**src/rtl/imem_loader_pkg.sv**
```systemverilog
// imem_loader_pkg: shared types and constants for the instruction-memory loader.
// Optional feature macro: IMEM_LOADER_CSUM_EN (adds the trailing checksum byte).
package imem_loader_pkg;

  // Loader FSM states; CSUM is only reachable when IMEM_LOADER_CSUM_EN is defined.
  typedef enum logic [2:0] {
    IDLE    = 3'd0,
    LEN_LO  = 3'd1,
    LEN_HI  = 3'd2,
    DATA    = 3'd3,
    CSUM    = 3'd4,
    RELEASE = 3'd5,
    DONE    = 3'd6,
    ERR     = 3'd7
  } state_e;

  // Stream header: 16-bit little-endian word count.
  localparam int unsigned HDR_BYTES  = 2;
  // Program words are 32 bits, sent least-significant byte first.
  localparam int unsigned WORD_BYTES = 4;

  // States in which the loader takes bytes from the stream.
  function automatic logic is_rx_state(input state_e s);
    logic r;
    case (s)
      LEN_LO, LEN_HI, DATA: r = 1'b1;
`ifdef IMEM_LOADER_CSUM_EN
      CSUM:                 r = 1'b1;
`endif
      default:              r = 1'b0;
    endcase
    return r;
  endfunction

  // States that count as "load in progress".
  function automatic logic is_busy_state(input state_e s);
    logic r;
    case (s)
      LEN_LO, LEN_HI, DATA, CSUM, RELEASE: r = 1'b1;
      default:                             r = 1'b0;
    endcase
    return r;
  endfunction

endpackage

```
**src/rtl/imem_loader_byte_packer.sv**
```systemverilog
// byte_packer: gathers stream bytes LSB first into 32-bit words.
// word_o/word_valid_o are valid in the same cycle as the strobe that
// carries the final byte, so the parent can register the write directly.
module byte_packer
  import imem_loader_pkg::*;
(
  input  logic        clk_i,
  input  logic        reset_i,
  input  logic        clear_i,
  input  logic        strobe_i,
  input  logic [7:0]  byte_i,
  output logic [31:0] word_o,
  output logic        word_valid_o
);

  localparam logic [1:0] LAST_LANE = 2'(WORD_BYTES - 1);

  logic [1:0]  lane_q, lane_d;
  logic [23:0] shift_q, shift_d;

  // Next lane / shift contents: clear wins, otherwise drop the byte into its lane.
  always_comb begin
    lane_d  = lane_q;
    shift_d = shift_q;
    if (clear_i) begin
      lane_d  = 2'd0;
      shift_d = 24'd0;
    end else if (strobe_i) begin
      lane_d = lane_q + 2'd1;
      case (lane_q)
        2'd0:    shift_d[7:0]   = byte_i;
        2'd1:    shift_d[15:8]  = byte_i;
        2'd2:    shift_d[23:16] = byte_i;
        default: shift_d        = shift_q;  // top byte goes straight to word_o
      endcase
    end else begin
      lane_d  = lane_q;
      shift_d = shift_q;
    end
  end

  // Lane counter and partial-word register.
  always_ff @(posedge clk_i) begin
    if (reset_i) begin
      lane_q  <= 2'd0;
      shift_q <= 24'd0;
    end else begin
      lane_q  <= lane_d;
      shift_q <= shift_d;
    end
  end

  assign word_o       = {byte_i, shift_q};
  assign word_valid_o = strobe_i && !clear_i && (lane_q == LAST_LANE);

endmodule

```
**src/rtl/imem_loader.sv**
```systemverilog
// imem_loader: boot-time writer that streams a program image into imem and
// holds the core in reset until the image is complete.
// Optional feature macro: IMEM_LOADER_CSUM_EN (XOR checksum byte after the data).
module imem_loader
  import imem_loader_pkg::*;
#(
  parameter int unsigned ADDR_W          = 10,
  parameter int unsigned RST_RELEASE_DLY = 2
) (
  input  logic              clk,
  input  logic              reset,
  input  logic              start,
  input  logic [7:0]        rx_data,
  input  logic              rx_valid,
  output logic              rx_ready,
  output logic              mem_we,
  output logic [ADDR_W-1:0] mem_addr,
  output logic [31:0]       mem_wdata,
  output logic              core_reset,
  output logic              busy,
  output logic              done,
  output logic              err
);

  localparam logic [16:0] DEPTH   = 17'(2 ** ADDR_W);
  localparam logic [3:0]  REL_DLY = 4'(RST_RELEASE_DLY);
`ifdef IMEM_LOADER_CSUM_EN
  localparam state_e POST_DATA = CSUM;
`else
  localparam state_e POST_DATA = RELEASE;
`endif

  state_e              state_q, state_d;
  logic [15:0]         count_q, count_d;
  logic [16:0]         widx_q, widx_d;
  logic [3:0]          dly_q, dly_d;
  logic                rx_ready_q, rx_ready_d;
  logic                mem_we_q, mem_we_d;
  logic [ADDR_W-1:0]   mem_addr_q, mem_addr_d;
  logic [31:0]         mem_wdata_q, mem_wdata_d;
  logic                core_reset_q, core_reset_d;
  logic                busy_q, busy_d;
  logic                done_q, done_d;
  logic                err_q, err_d;
`ifdef IMEM_LOADER_CSUM_EN
  logic [7:0]          csum_q, csum_d;
`endif

  logic                accept_s;
  logic [15:0]         hdr_count_s;
  logic                last_word_s;
  logic                pk_clear_s;
  logic                pk_strobe_s;
  logic [31:0]         pk_word_s;
  logic                pk_word_valid_s;

  byte_packer u_packer (
    .clk_i        (clk),
    .reset_i      (reset),
    .clear_i      (pk_clear_s),
    .strobe_i     (pk_strobe_s),
    .byte_i       (rx_data),
    .word_o       (pk_word_s),
    .word_valid_o (pk_word_valid_s)
  );

  assign accept_s    = rx_valid && rx_ready_q;
  assign hdr_count_s = {rx_data, count_q[7:0]};
  assign last_word_s = (widx_q == ({1'b0, count_q} - 17'd1));

  // Next-state logic; outputs are decoded from the next state so they register in step with it.
  always_comb begin
    state_d     = state_q;
    count_d     = count_q;
    widx_d      = widx_q;
    dly_d       = 4'd0;
    mem_we_d    = 1'b0;
    mem_addr_d  = mem_addr_q;
    mem_wdata_d = mem_wdata_q;
    pk_clear_s  = 1'b0;
    pk_strobe_s = 1'b0;
`ifdef IMEM_LOADER_CSUM_EN
    csum_d      = csum_q;
`endif
    case (state_q)
      IDLE, DONE, ERR: begin
        if (start) begin
          state_d    = LEN_LO;
          widx_d     = 17'd0;
          pk_clear_s = 1'b1;
`ifdef IMEM_LOADER_CSUM_EN
          csum_d     = 8'h00;
`endif
        end else begin
          state_d = state_q;
        end
      end
      LEN_LO: begin
        if (accept_s) begin
          count_d = {count_q[15:8], rx_data};
          state_d = LEN_HI;
        end else begin
          state_d = LEN_LO;
        end
      end
      LEN_HI: begin
        if (accept_s) begin
          count_d = hdr_count_s;
          if (hdr_count_s == 16'd0) begin
            state_d = POST_DATA;
          end else if ({1'b0, hdr_count_s} > DEPTH) begin
            state_d = ERR;
          end else begin
            state_d = DATA;
          end
        end else begin
          state_d = LEN_HI;
        end
      end
      DATA: begin
        if (accept_s) begin
          pk_strobe_s = 1'b1;
`ifdef IMEM_LOADER_CSUM_EN
          csum_d      = csum_q ^ rx_data;
`endif
          if (pk_word_valid_s) begin
            mem_we_d    = 1'b1;
            mem_addr_d  = widx_q[ADDR_W-1:0];
            mem_wdata_d = pk_word_s;
            widx_d      = widx_q + 17'd1;
            if (last_word_s) begin
              state_d = POST_DATA;
            end else begin
              state_d = DATA;
            end
          end else begin
            state_d = DATA;
          end
        end else begin
          state_d = DATA;
        end
      end
      CSUM: begin
`ifdef IMEM_LOADER_CSUM_EN
        if (accept_s) begin
          if (rx_data == csum_q) begin
            state_d = RELEASE;
          end else begin
            state_d = ERR;
          end
        end else begin
          state_d = CSUM;
        end
`else
        state_d = IDLE;
`endif
      end
      RELEASE: begin
        if (dly_q == REL_DLY) begin
          state_d = DONE;
        end else begin
          dly_d   = dly_q + 4'd1;
          state_d = RELEASE;
        end
      end
      default: state_d = IDLE;
    endcase

    rx_ready_d   = is_rx_state(state_d);
    busy_d       = is_busy_state(state_d);
    done_d       = (state_d == DONE);
    err_d        = (state_d == ERR);
    core_reset_d = (state_d != DONE);
  end

  // State, datapath and registered-output flops.
  always_ff @(posedge clk) begin
    if (reset) begin
      state_q      <= IDLE;
      count_q      <= 16'd0;
      widx_q       <= 17'd0;
      dly_q        <= 4'd0;
      rx_ready_q   <= 1'b0;
      mem_we_q     <= 1'b0;
      mem_addr_q   <= '0;
      mem_wdata_q  <= 32'd0;
      core_reset_q <= 1'b1;
      busy_q       <= 1'b0;
      done_q       <= 1'b0;
      err_q        <= 1'b0;
`ifdef IMEM_LOADER_CSUM_EN
      csum_q       <= 8'h00;
`endif
    end else begin
      state_q      <= state_d;
      count_q      <= count_d;
      widx_q       <= widx_d;
      dly_q        <= dly_d;
      rx_ready_q   <= rx_ready_d;
      mem_we_q     <= mem_we_d;
      mem_addr_q   <= mem_addr_d;
      mem_wdata_q  <= mem_wdata_d;
      core_reset_q <= core_reset_d;
      busy_q       <= busy_d;
      done_q       <= done_d;
      err_q        <= err_d;
`ifdef IMEM_LOADER_CSUM_EN
      csum_q       <= csum_d;
`endif
    end
  end

  assign rx_ready   = rx_ready_q;
  assign mem_we     = mem_we_q;
  assign mem_addr   = mem_addr_q;
  assign mem_wdata  = mem_wdata_q;
  assign core_reset = core_reset_q;
  assign busy       = busy_q;
  assign done       = done_q;
  assign err        = err_q;

endmodule

```
**config.mk**
```make
export PLATFORM = sky130hd
export DESIGN_NAME = imem_loader
export DESIGN_NICKNAME = d
export VERILOG_FILES = /design/src/rtl/imem_loader_pkg.sv /design/src/rtl/imem_loader_byte_packer.sv /design/src/rtl/imem_loader.sv
export SDC_FILE = /design/constraint.sdc
export NUM_CORES = 1
export LEC_CHECK = 0
export CAP_MARGIN = 40
export CORE_ASPECT_RATIO = 1.25
export CORE_MARGIN = 2
export CORE_UTILIZATION = 55
export CTS_CLUSTER_DIAMETER = 100
export CTS_CLUSTER_SIZE = 30
export DETAILED_ROUTE_END_ITERATION = 16
export GPL_TIMING_DRIVEN = 0
export PLACE_DENSITY = 0.79
export SKIP_CTS_REPAIR_TIMING = 1
export SLEW_MARGIN = 0
export SYNTH_ARGS = -nofsm -noshare
export SYNTH_HDL_FRONTEND = slang
export SYNTH_SLANG_ARGS = --single-unit
export TNS_END_PERCENT = 10
```
**constraint.sdc**
```tcl
create_clock -name clk -period 6.3 [get_ports clk]
set_clock_uncertainty 0.1 [all_clocks]
set_input_delay 1.26 -clock clk [delete_from_list [all_inputs] [get_ports clk]]
set_output_delay 1.26 -clock clk [all_outputs]
set_load 0.02 [all_outputs]
```
; ---- Word level (Yosys, flattened, before mapping)
; Cells that the tools add are included.
[op_classes]
n_addsub = 4
order_cmp = 1
eq_ne = 23
n_mux = 24
bitwise_logic = 5
n_reduce_logical = 21
[op_table]
columns = cell, n
row1 = two-way mux 17 bit, 3
row2 = one-hot mux 17 bit (2 select lines), 1
row3 = one-hot mux 16 bit (2 select lines), 1
row4 = == test 3 bit (second input constant), 8
row5 = two-way mux 3 bit, 7
row6 = one-hot mux 3 bit (6 select lines), 1
row7 = adder 17 x 1 -> 17 bit (second input constant), 1
row8 = == test 17 bit, 1
row9 = subtractor 16 x 1 -> 17 bit (second input constant), 1
row10 = > comparator 16 x 11 -> 1 bit (second input constant), 1
row11 = logical NOT 16 bit, 1
row12 = two-way mux 16 bit, 1
row13 = == test 3 x 2 -> 1 bit (second input constant), 4
row14 = OR reduction 3 bit, 4
row15 = AND reduction 3 bit, 3
row16 = two-way mux 8 bit, 1
row17 = two-way mux 1 bit, 7
row18 = == test 3 x 1 -> 1 bit (second input constant), 2
row19 = inequality test 2 bit (second input constant), 3
row20 = AND reduction 2 bit, 3
row21 = inverter 1 bit, 5
row22 = OR reduction 5 bit, 1
row23 = adder 4 x 1 -> 4 bit (second input constant), 1
row24 = == test 2 bit (second input constant), 2
row25 = other kinds (12), 15
[word_totals]
register_bits = 114
in_bits = 12
out_inout_bits = 48
elab_cells = 95

; ---- Depth between registers and ports, before layout
; Gate-level depths: netlist (run 1).
[logic_depth]
ltp_word = 12
ltp_mapped = 10
depth_no_buf = 9

; ---- By module
; A second synthesis (run 1) with hierarchy kept.
[unflattened]
hier_cells = 627
hier_area_um2 = 5280.1
[by_module_without_submodules]
columns = mod, instances, cells_each, area_each_um2
row1 = imem_loader, 1, 493, 3915.0
row2 = byte_packer, 1, 134, 1365.1

; ---- Worst setup path before layout (run 1)
; OpenSTA, ideal clock, no wires.
[synth_path]
path_kind = in2reg
from = in rx_data[4]
to = reg count_q[0]
setup_ps = 133
arrival_time_ps = 2614
required_time_ps = 6067
setup_slack_ps = 3453
path_stages = 7
path_cell_list = or4_1 -> nor2_1 -> a31oi_1 -> o32ai_1 -> nor2_1 -> nand3_1 -> a21oi_1
[synth_lines]
columns = element, line
row1 = start: declaration, imem_loader.sv:13  ; input logic [7:0] rx_data,
row2 = end signal: assignment, imem_loader.sv:196  ; count_q <= count_d;
row3 = end: declaration, imem_loader.sv:34  ; logic [15:0] count_q, count_d;

; ---- Worst setup path after layout (run 1)
[layout_path]
from = in rx_valid
to = reg core_reset_q (netlist: core_reset)
[layout_via]
elab_chain_len = 9
[layout_lines]
columns = element, line
row1 = start: declaration, imem_loader.sv:14  ; input logic rx_valid,
row2 = logical AND 1 bit *, imem_loader.sv:67  ; assign accept_s = rx_valid && rx_ready_q;
row3 = two-way mux 1 bit, imem_loader.sv:121  ; if (accept_s) begin
row4 = two-way mux 1 bit, imem_loader.sv:85  ; case (state_q)
row5 = logical AND 1 bit (2 in series), imem_loader_byte_packer.sv:54  ; assign word_valid_o = strobe_i && !clear_i && (lane_q == LAST_LANE);
row6 = two-way mux 3 bit, imem_loader.sv:126  ; if (pk_word_valid_s) begin
row7 = two-way mux 3 bit, imem_loader.sv:121
row8 = one-hot mux 3 bit (6 select lines) *, imem_loader.sv:85
row9 = inequality test 3 bit *, imem_loader.sv:173  ; core_reset_d = (state_d != DONE);
row10 = end signal: assignment, imem_loader.sv:203  ; core_reset_q <= core_reset_d;
row11 = end: declaration, imem_loader.sv:41  ; logic core_reset_q, core_reset_d;
; Mark *: on every way between the ends. The rest lies on a longest branch, timed or not.
; A chain may end at the register's enable or synchronous reset.

==> results of run 1 <==
[flip-flops by register name (all words and copies together) (netlist names)]
register,count
u_packer.lane_q,2
done,1
err,1
busy,1
mem_we,1
rx_ready,1
core_reset,1
state_q,3
widx_q,17
u_packer.shift_q,24
dly_q,4
mem_addr,10
mem_wdata,32
count_q,16
[per-stage QoR]
step	setup WS [ns]	util	hold WS [ns]
after global placement	2.52	0.650	0.343
final	2.93	0.724	0.352
after global routing	2.79	0.724	0.374
after CTS	3.01	0.724	0.355
after detailed placement	2.50	0.650	0.347
after floorplan	3.45	-	0.330
[worst paths after layout]
check                                         startpoint                       end  slack [ns]  cells past startpoint
worst max-delay path                            rx_valid     core_reset$_SDFF_PP1_        2.93                      8
worst min-delay path            mem_addr[5]$_SDFFE_PP0P_  mem_addr[5]$_SDFFE_PP0P_        0.35                      2
worst max register to register   count_q[0]$_SDFFE_PP0P_     core_reset$_SDFF_PP1_        3.02                     10
worst min register to register  mem_addr[5]$_SDFFE_PP0P_  mem_addr[5]$_SDFFE_PP0P_        0.35                      2
[report_power, final]
group | switching [mW] | total, mW | internal [mW] | leakage [nW]
clock network | 0.334 | 1.03 | 0.693 | 0.312
registers | 0.0378 | 0.795 | 0.757 | 0.920
logic | 0.309 | 0.534 | 0.226 | 0.897
total | 0.680 | 2.36 | 1.68 | 2.13
[cell usage after synthesis, types with 2 or more instances]
cell type	n
nand2_1	154
dfxtp_1	114
a21oi_1	90
nand3_1	39
nor2_1	39
clkbuf_1	34
xnor2_1	28
xor2_1	14
nor3_1	10
inv_1	9
ha_1	8
or3_1	7
or4_1	7
and3_1	5
nor4_1	5
o21ai_0	5
or2_2	4
and2_1	3
buf_1	3
nand4_1	3
a21o_1	2
a221oi_1	2
nand2b_1	2
nor4_2	2
nor4b_1	2
o2111ai_1	2
o21a_1	2
[routing by layer]
metal  wire, µm  global-route usage  share of wire  vias up
met5          0                   0              0        -
met4        410               0.141          0.032        0
met3        932              0.0668          0.073       33
met2       6370               0.465           0.50      202
met1       4990               0.328           0.39     2170
li1           -                   -              -     2240
[final cells by class]
class / instances / share of cell area
multi-input combinational: 453 / 0.387
sequential: 114 / 0.364
timing repair buffer: 58 / 0.0927
clock buffer: 19 / 0.0689
clock inverter: 13 / 0.0332
buffer: 39 / 0.0248
tap: 120 / 0.0240
inverter: 9 / 0.00539
[worst max-delay path, delay by kind of cell]
family          cells  cell delay, ns
buf+inv             1            0.51
compound gates      2            0.42
simple gates        5            1.48
[logic make-up (layout without fill, tap and decap cells)]
group / count (synthesis) / in the layout / share of synthesized area
AND/OR/NAND/NOR: 288 / 288 / 0.265
AO/OA/AOI/OAI: 113 / 113 / 0.129
multiplexers: 2 / 2 / 0.00435
adder cells (fa/ha/maj): 8 / 8 / 0.0205
buffers and inverters: 48 / 138 / 0.0386
flip-flops: 114 / 114 / 0.466
XOR/XNOR: 42 / 42 / 0.0752
==> impl_metrics.tcl, run 1 <==
set metrics [dict create \
    relSlewSlack 0.579 \
    cts_buffers 17 \
    synthCells 615 \
    criticalPathCategory "primary input to register" \
    synth-seq-area-share 0.466 \
    synth_ff_type "dfxtp_1" \
    portBuffers 58 \
    setup_viol 0 \
    drv_slew 0 \
    grt_start_max_net_pins 17 \
    final_area_um2 6260 \
    insertion_delay_ns 0.53 \
    p_total_mw 2.36 \
    cp-start-kind "primary input" \
    synthTopCellsByArea "dfxtp_1 (47%), nand2_1 (12%), a21oi_1 (9.2%)" \
    layout.cells.non_filler 825 \
    die-width_um 88.4 \
    wl_per_cell_um 15.4 \
    ant_nets 0 \
    routed_wirelength_um 12700 \
    grt_antenna_before_repair 0 \
    cts_tree "built" \
    finalSetupTns_ns 0 \
    viasPerCell 5.63 \
    yosys.area.top_type "dfxtp_1" \
    area_growth_pct 28.0 \
    period_needed_ns 3.37 \
    synth.avg_cell_area_um2 7.95 \
    power.density_nw_per_um2 376 \
    yosys_warnings 0 \
    final-seq-area_um2 2280 \
    ys_types 47 \
    ios 60 \
    grtUsageTotal 0.277 \
    initial_utilization 0.565 \
    worstHoldPathType "register to register" \
    core_um2 8650 \
    cts_sinks 114 \
    ys_ff_latch 114 \
    num-nets-final 712 \
    rows 38 \
    required_ns 6.60 \
    final_common_cell "nand2_1" \
    grt_pass1_vias 4312 \
    place_area_um2 5620 \
    h-tree-depth 4 \
    worst_ep_arrival_time_ns 3.67 \
    crit_slowest_cell "clkdlybuf4s50_1" \
    first_iter_violations 401 \
    netlist_area_um2 4890 \
    drv_cap 0 \
    overflow 0 \
    finalCritPeriodShare 0.535 \
    die_area_um2 9670 \
    status "complete, no violations" \
    fillers 694 \
    cts_max_path_buffers 2 \
    synth-async-reset-ratio 0 \
    synth_edf_count 0 \
    gp_congestion 0.894 \
    path_max_fanout 6 \
    cts_root_buf "clkbuf_8" \
    clock.fmax_mhz 297 \
    synth_nets 635 \
    slowest_delay_ns 0.51 \
    die_y_um 109 \
    path_cells "clkdlybuf4s50_1, and3_1, nand2_1, nor4_1, o2111ai_1, nor4_2, o21bai_2, or3_1" \
    synth_top_cell_area_share 0.466 \
    p_leak_nw 2.13 \
    worst_pin_slew_ns 0.624 \
    rsz0062_at_grt "false" \
    grt_pass1_wl_um 20300 \
    most-common-layout-cells "nand2_1 (154), dfxtp_1 (114), a21oi_1 (90)" \
    multi_input_comb_area_um2 2420 \
    irDropWorstVdd_mv 0.272 \
    placed_cells 793 \
    clkTransAtPathRegs_ns 0.05 \
    antenna_cells 0 \
    drive_gt1_frac 0.0652 \
    dp_hpwl_um 8600 \
    hold_viol_final 0 \
    end_kind "register" \
    vias 4645 \
    firstDrtPassIters 5 \
    drc_errors 0 \
]
Note: power is estimated with default switching activity, not from simulation.
==> run 2, diff against run 1 <==
==> constraint.sdc (replaced) <==
create_clock -name clk -period 3.1 [get_ports clk]
set_clock_uncertainty 0.1 [all_clocks]
set_input_delay 0.62 -clock clk [delete_from_list [all_inputs] [get_ports clk]]
set_output_delay 0.62 -clock clk [all_outputs]
set_load 0.02 [all_outputs]
==> run 2 against run 1 <==
  * Clock power increased by 100%
  * Via count barely moved
  * Critical path depth unchanged
  * Worst setup slack worse by 2.8 ns
  * Wire length increased by 0.84%
  * Core utilization up 0.22 points
  * Final cell count shrank 0.24%
  * Largest cell class unchanged
==> impl_metrics.tcl, run 2 (synthesis gave the netlist of run 1 again) <==
set metrics [dict create \
    cp-start-kind "register" \
    gp_congestion 0.894 \
    die_y_um 109 \
    drive_gt1_frac 0.0697 \
    area_growth_pct 28.4 \
    cts_buffers 17 \
    grt_pass1_wl_um 20300 \
    worstHoldPathType "register to register" \
    die_area_um2 9670 \
    p_leak_nw 2.14 \
    h-tree-depth 4 \
    final_common_cell "nand2_1" \
    overflow 0 \
    viasPerCell 5.65 \
    path_max_fanout 7 \
    insertion_delay_ns 0.53 \
    worst-path-buf-inv 1 \
    rsz0062_at_grt "false" \
    period_needed_ns 2.97 \
    ant_nets 0 \
    initial_utilization 0.565 \
    grt_start_max_net_pins 17 \
    finalCritPeriodShare 0.959 \
    status "complete, no violations" \
    grt_antenna_before_repair 0 \
    irDropWorstVdd_mv 0.558 \
    path_depth 8 \
    vias 4648 \
    path_cells "or4_1, buf_2, or2_1, or4_1, o2111ai_1, nor4_4, o31a_1, nor4_2" \
    cts_tree "built" \
    first_iter_violations 390 \
    core_um2 8650 \
    setup_viol 0 \
    wl_per_cell_um 15.6 \
    clock.fmax_mhz 336 \
    worstHoldPathCells 2 \
    end_kind "register" \
    grt_pass1_vias 4312 \
    r2r_cells 8 \
    slowest_delay_ns 0.51 \
    cts_max_path_buffers 2 \
    most-common-layout-cells "nand2_1 (154), dfxtp_1 (113), a21oi_1 (90)" \
    firstDrtPassIters 6 \
    drv_slew 0 \
    relSlewSlack 0.569 \
    drc_errors 0 \
    die-width_um 88.4 \
    power.density_nw_per_um2 768 \
    critical-path-top-delay-family "simple AND/OR/NAND/NOR gates" \
    cts_root_buf "clkbuf_8" \
    cts_sinks 114 \
    cpMostUsedCell "or4_1" \
    worst_ep_arrival_time_ns 3.29 \
    routed_wirelength_um 12800 \
    required_ns 3.41 \
    antenna_cells 0 \
    ios 60 \
    largest_reg_flops 32 \
    criticalPathCategory "register to register" \
    clkTransAtPathRegs_ns 0.06 \
    p_total_mw 4.83 \
    drv_cap 0 \
    grtUsageTotal 0.277 \
    crit_slowest_cell "or4_1" \
    dp_hpwl_um 8600 \
    portBuffers 58 \
    num-nets-final 710 \
    setup_ws_ns 0.127 \
    rows 38 \
    fillers 687 \
    pre_cts_ws_ns -0.124 \
    worst_pin_slew_ns 0.639 \
    hold_viol_final 0 \
]
[run 2: report_power, final]
part / switching, mW / leakage [nW] / total [mW] / internal [mW]
combinational: 0.641 / 0.907 / 1.12 / 0.481
sequential: 0.0783 / 0.920 / 1.62 / 1.54
clock: 0.678 / 0.312 / 2.09 / 1.41
total: 1.40 / 2.14 / 4.83 / 3.43
[run 2: layout make-up]
cell class	count	area (µm²)	area share
multi-input cells	453	2450	0.389
flip-flops and latches	114	2280	0.364
repair buffers	58	581	0.0924
clock buffers	19	432	0.0687
clock inverters	13	208	0.0331
well taps	120	150	0.0239
plain buffers	37	148	0.0235
inverters	9	33.8	0.00538
[run 2: per-stage QoR]
step	instance area (µm²)	instances	setup TNS, ns	utilization	hold slack [ns]
5_1_grt	6280	823	0	0.726	0.374
3_5_place_dp	5620	793	-0.135	0.650	0.347
4_1_cts	6260	825	-0.220	0.724	0.355
3_3_place_gp	5620	793	-0.0962	0.650	0.343
6_report	6280	823	0	0.726	0.351
2_1_floorplan	4890	615	0	-	0.330
[run 2: worst reg2reg max path: cells and delay by family (launching register included)]
kind	cells	cell delay (ns)
AND/OR/NAND/NOR	5	1.74
flip-flops	1	0.34
AO/OA/AOI/OAI	2	0.49
buffers and inverters	1	0.18
[run 2: path summary, 6_finish.rpt]
path	startpoint	end	slack [ns]
min	mem_wdata[1]$_SDFFE_PP0P_	mem_wdata[1]$_SDFFE_PP0P_	0.35
max reg2reg	count_q[0]$_SDFFE_PP0P_	err$_SDFF_PP0_	0.13
min reg2reg	mem_wdata[1]$_SDFFE_PP0P_	mem_wdata[1]$_SDFFE_PP0P_	0.35
max	count_q[0]$_SDFFE_PP0P_	err$_SDFF_PP0_	0.13
[run 2: metal layers]
layer  up-vias  wire length [µm]  global-route usage
met5         -                 0                   0
met1      2186              5060               0.328
li1       2229                 -                   -
met2       190              6370               0.465
met4         0               522               0.141
met3        43               860              0.0668
